--- src/rtl/cpu_sequencer.sv ---
// rtl/cpu_sequencer.sv - multi-cycle fetch/decode/read/exec/writeback control FSM
module cpu_sequencer #(
   parameter int              PC_W     = 4,
   parameter int              PROG_LEN = 16,
   parameter int              OP_W     = 3,
   parameter logic [OP_W-1:0] HALT_OP  = {OP_W{1'b1}},
   parameter int              CNT_W    = 8
) (
   input  logic             clk,
   input  logic             reset,
   input  logic             start,
   input  logic [OP_W-1:0]  op,
   input  logic             exec_done,
   output logic [PC_W-1:0]  pc,
   output logic             fetch_en,
   output logic             decode_en,
   output logic             read_en,
   output logic             exec_en,
   output logic             wb_en,
   output logic             busy,
   output logic             halted,
   output logic [CNT_W-1:0] retired
);

   typedef enum logic [2:0] {
      S_IDLE   = 3'd0,
      S_FETCH  = 3'd1,
      S_DECODE = 3'd2,
      S_READ   = 3'd3,
      S_EXEC   = 3'd4,
      S_WB     = 3'd5,
      S_HALT   = 3'd6
   } state_t;

   localparam logic [PC_W-1:0]  PC_LAST = PC_W'(PROG_LEN - 1);
   localparam logic [CNT_W-1:0] RET_MAX = {CNT_W{1'b1}};

   state_t           state_q, state_d;
   logic [PC_W-1:0]  pc_q, pc_d;
   logic [CNT_W-1:0] retired_q, retired_d;
   logic             fetch_en_q, fetch_en_d;
   logic             decode_en_q, decode_en_d;
   logic             read_en_q, read_en_d;
   logic             exec_en_q, exec_en_d;
   logic             wb_en_q, wb_en_d;
   logic             busy_q, busy_d;
   logic             halted_q, halted_d;

   // Next state, pc and retire count; outputs are decoded from the next state so they register in step with it
   always_comb begin
      state_d   = state_q;
      pc_d      = pc_q;
      retired_d = retired_q;
      case (state_q)
         S_IDLE: begin
            if (start) state_d = S_FETCH;
         end
         S_FETCH: begin
            state_d = S_DECODE;
         end
         S_DECODE: begin
            state_d = (op == HALT_OP) ? S_HALT : S_READ;
         end
         S_READ: begin
            state_d = S_EXEC;
         end
         S_EXEC: begin
            if (exec_done) state_d = S_WB;
         end
         S_WB: begin
            state_d = S_FETCH;
            pc_d    = (pc_q == PC_LAST) ? '0 : pc_q + PC_W'(1);
            if (retired_q != RET_MAX) retired_d = retired_q + CNT_W'(1);
         end
         S_HALT: begin
            if (start) begin
               state_d = S_FETCH;
               pc_d    = '0;
            end
         end
         default: begin
            state_d = S_IDLE;
         end
      endcase

      fetch_en_d  = (state_d == S_FETCH);
      decode_en_d = (state_d == S_DECODE);
      read_en_d   = (state_d == S_READ);
      exec_en_d   = (state_d == S_EXEC);
      wb_en_d     = (state_d == S_WB);
      halted_d    = (state_d == S_HALT);
      busy_d      = (state_d != S_IDLE) && (state_d != S_HALT);
   end

   // State and registered outputs; reset clears everything at once so no writeback can complete
   always_ff @(posedge clk or posedge reset) begin
      if (reset) begin
         state_q     <= S_IDLE;
         pc_q        <= '0;
         retired_q   <= '0;
         fetch_en_q  <= 1'b0;
         decode_en_q <= 1'b0;
         read_en_q   <= 1'b0;
         exec_en_q   <= 1'b0;
         wb_en_q     <= 1'b0;
         busy_q      <= 1'b0;
         halted_q    <= 1'b0;
      end else begin
         state_q     <= state_d;
         pc_q        <= pc_d;
         retired_q   <= retired_d;
         fetch_en_q  <= fetch_en_d;
         decode_en_q <= decode_en_d;
         read_en_q   <= read_en_d;
         exec_en_q   <= exec_en_d;
         wb_en_q     <= wb_en_d;
         busy_q      <= busy_d;
         halted_q    <= halted_d;
      end
   end

   assign pc        = pc_q;
   assign retired   = retired_q;
   assign fetch_en  = fetch_en_q;
   assign decode_en = decode_en_q;
   assign read_en   = read_en_q;
   assign exec_en   = exec_en_q;
   assign wb_en     = wb_en_q;
   assign busy      = busy_q;
   assign halted    = halted_q;

endmodule

--- config.mk ---
export PLATFORM = sky130hd
export DESIGN_NAME = cpu_sequencer
export DESIGN_NICKNAME = d
export VERILOG_FILES = /design/src/rtl/cpu_sequencer.sv
export SDC_FILE = /design/constraint.sdc
export NUM_CORES = 1
export LEC_CHECK = 0
export CORE_MARGIN = 10
export CORE_UTILIZATION = 50
export CTS_BUF_LIST = sky130_fd_sc_hd__clkbuf_8
export CTS_CLUSTER_DIAMETER = 60
export CTS_CLUSTER_SIZE = 16
export DETAILED_ROUTE_END_ITERATION = 10
export PLACE_DENSITY = 0.77
export SETUP_SLACK_MARGIN = 0.1
export SYNTH_ARGS = -nofsm -noshare
export SYNTH_HDL_FRONTEND = slang
export SYNTH_SLANG_ARGS = --single-unit
--- constraint.sdc ---
create_clock -name clk -period 4.2 [get_ports clk]
set_clock_uncertainty 0.2 [all_clocks]
set_input_delay 0.42 -clock clk [delete_from_list [all_inputs] [get_ports clk]]
set_output_delay 0.42 -clock clk [all_outputs]
set_load 0.005 [all_outputs]
==> flow_summary.toml <==
[logic_synthesis]
syn_avg_cell_area_sq_um = 10.1
syn_area_sq_mm = 0.00108
ys_ff_latch = 22
ys_warn_count = 0
synth_seq_area_share_pct = 50.7
synth_nets = 116
yosys.cell_types.count = 35
netlist_instances = 107

[timing]
setup_viol = 0
tightest_slew_ns = 0.800
setup_ws_ns = 2.13
layout_min_cycle_time_ns = 2.07
slew_violations = 0
relSlewSlack_pct = 46.6
grt_setup_unrepaired = "false"
fmax_ghz = 0.483
hold_violations = 0
min_period_over_period_pct = 49.3
totalNegativeSetupSlack_ns = 0

[hold_path]
holdCritPathClass = "register to register"

[place]
place.gp.congestion = 0.836
place_ws_ns = 2.18
dp_hpwl_microns = 1670
io_buffers = 25

[critical_path]
cp-end-kind = "register"
cp.required_ns = 4.14
worstPathArrival_ns = 2.02
crit_fanout = 19
cp-start-kind = "register"
crit_type = "register to register"

[power_and_ir_drop]
powerDensity_mw_per_mm2 = 626
comb_power_share_pct = 34.2
swShare_pct = 33.0
switchingPower_uw = 289
clockPowerShare_pct = 22.0
seq_power_share_pct = 43.7
p_leak_nw = 0.586
max-vdd-ir-drop_mv = 0.426
internal-power_uw = 586

[clock_tree]
cts_resized = 0
cts_max_path_buffers = 2
cts.sinks = 22
clock_latency_ns = 0.26
clk_pin_slew_ns = 0.08
postCtsSetupBuffers = 0
hold_buffers = 0
cts-root-buf = "clkbuf_8"
htree_levels = 1
tritoncts = "built"
cts_buffers = 3

[floorplan]
dieArea_sq_mm = 0.00443
dieWidth_microns = 66.6
core_sq_mm = 0.00202
rows = 16
io_pins = 26
die_h_microns = 66.6
initial_core_util_pct = 53.7

[final_layout]
fillers = 159
final_cell_mix = "25 x clkdlybuf4s50_1, 22 x dfrtp_1, 9 x a21oi_1, 7 x nand2_1, 7 x o21ai_0"
areaGrowthSynthToFinish_pct = 28.8
fin_nets = 139
antenna-diode-count = 0
drive_above_1_share_pct = 7.75
layout_commonest_cell = "clkdlybuf4s50_1"

[routing]
drt_iter0_drc = 32
met1Wirelength_microns = 1010
top_layer = "met4"
num_vias = 870
wirelength_microns = 2340
drtPass1Iterations = 4
dr_wl_met3_microns = 249
routedWlPerCell_microns = 15.0
ant_nets = 0
wl_met2_microns = 1050
avgViaCountPerCell = 5.58
drcViolationCount = 0

[job]
drv_cap = 0

[grt]
antenna_found_initial = 0
overflow = 0
grt_pass1_vias = 809
grt_pass1_wl_microns = 3750
track_usage_pct = 10.5
grt_max_degree = 23

[status]
status = "finished, final reports clean"
## state kept, by name, indices dropped and copies added, names as in the netlist
signal,cells
retired,8
halted,1
busy,1
pc,4
decode_en,1
read_en,1
exec_en,1
state_q,3
fetch_en,1
wb_en,1
## cell type report
| cell class | instances | area, sq um | area share, % |
|---|---|---|---|
| flip-flops and latches | 22 | 551 | 39.4 |
| multi-input cells | 75 | 480 | 34.4 |
| repair buffers | 25 | 250 | 17.9 |
| clock buffers | 3 | 41.3 | 2.95 |
| well taps | 27 | 33.8 | 2.42 |
| clock inverters | 1 | 30.0 | 2.15 |
| inverters | 3 | 11.3 | 0.806 |
## stage by stage
stage / cells / total power [mW] / hold WS (ns) / utilization [%] / instance area (sq um)
2_1_floorplan: 107 / 0.534 / 0.209 / - / 1080
3_3_place_gp: 152 / 0.674 / 0.286 / 65.6 / 1330
3_5_place_dp: 152 / 0.682 / 0.292 / 65.6 / 1330
4_1_cts: 156 / 0.883 / 0.308 / 69.1 / 1400
5_1_grt: 156 / 0.936 / 0.337 / 69.1 / 1400
6_report: 156 / 0.875 / 0.304 / 69.1 / 1400
## critical path, stage by stage (launching register included)
cell and delay (ns):
dfrtp_1 0.66, and3b_1 0.41, and3_4 0.26, nand4_2 0.11
mux2_4 0.32
## cell usage after synthesis
library cell,n,area [sq um]
dfrtp_1,22,551
buf_4,2,15.0
o21ai_1,1,5.00
xnor2_1,3,26.3
o31ai_1,1,7.51
nand3b_1,2,15.0
nor3b_1,3,22.5
mux2_4,1,15.0
o21ai_0,7,35.0
a31o_2,1,8.76
nand4b_1,1,8.76
a41oi_1,1,8.76
buf_2,1,5.00
nor2_1,5,18.8
nand4_2,1,12.5
nand2_1,7,26.3
and3_4,1,11.3
inv_1,3,11.3
ha_1,2,25.0
nor2b_1,1,6.26
nand4_1,2,12.5
nand3_1,5,25.0
clkbuf_1,3,11.3
mux2_2,1,11.3
a21bo_2,1,10.0
nand2b_1,4,25.0
o22ai_1,3,18.8
and3b_1,1,8.76
a221oi_1,1,8.76
buf_6,1,11.3
a21oi_1,9,45.0
nor3_1,2,10.0
a31oi_1,5,31.3
and4_1,1,8.76
and3_1,2,12.5
## path summary, 6_finish.rpt
path / from / end / slack, ns / depth (start not counted)
hold / removal: pc[3] / pc[3] / 0.30 / 1
max in group asynchronous: reset / retired[7] / 2.89 / 2
setup / recovery: state_q[2] / retired[5] / 2.13 / 4
min in group asynchronous: reset / retired[2] / 0.41 / 2
hold reg to reg: pc[3] / pc[3] / 0.30 / 1
setup reg to reg: state_q[2] / retired[5] / 2.13 / 4
## routing by layer
metal	vias up	GRT usage, %
met5	-	0
met4	0	4.45
met3	6	3.85
met2	31	15.6
met1	399	13.3
li1	434	-
## power by group through the flow
stage	registers [mW]	clock network (mW)	logic, mW
floorplan	0.341	0	0.193
global placement	0.379	0	0.296
detailed placement	0.384	0	0.298
CTS	0.380	0.198	0.305
global route	0.398	0.206	0.332
finish	0.382	0.193	0.299
## logic make-up (layout without fill, tap and decap cells)
| kind of cell | count (synthesis) | count (layout) | share of synthesized area, % |
|---|---|---|---|
| and+or+nand+nor | 38 | 38 | 20.6 |
| AOI/OAI and AO/OA | 30 | 30 | 16.5 |
| DFF | 22 | 22 | 50.7 |
| buffers and inverters | 10 | 32 | 4.96 |
| xor gates and xnor gates | 3 | 3 | 2.42 |
| adders and majority gates | 2 | 2 | 2.31 |
| muxes | 2 | 2 | 2.42 |
Note: power is estimated with default switching activity, not from simulation.
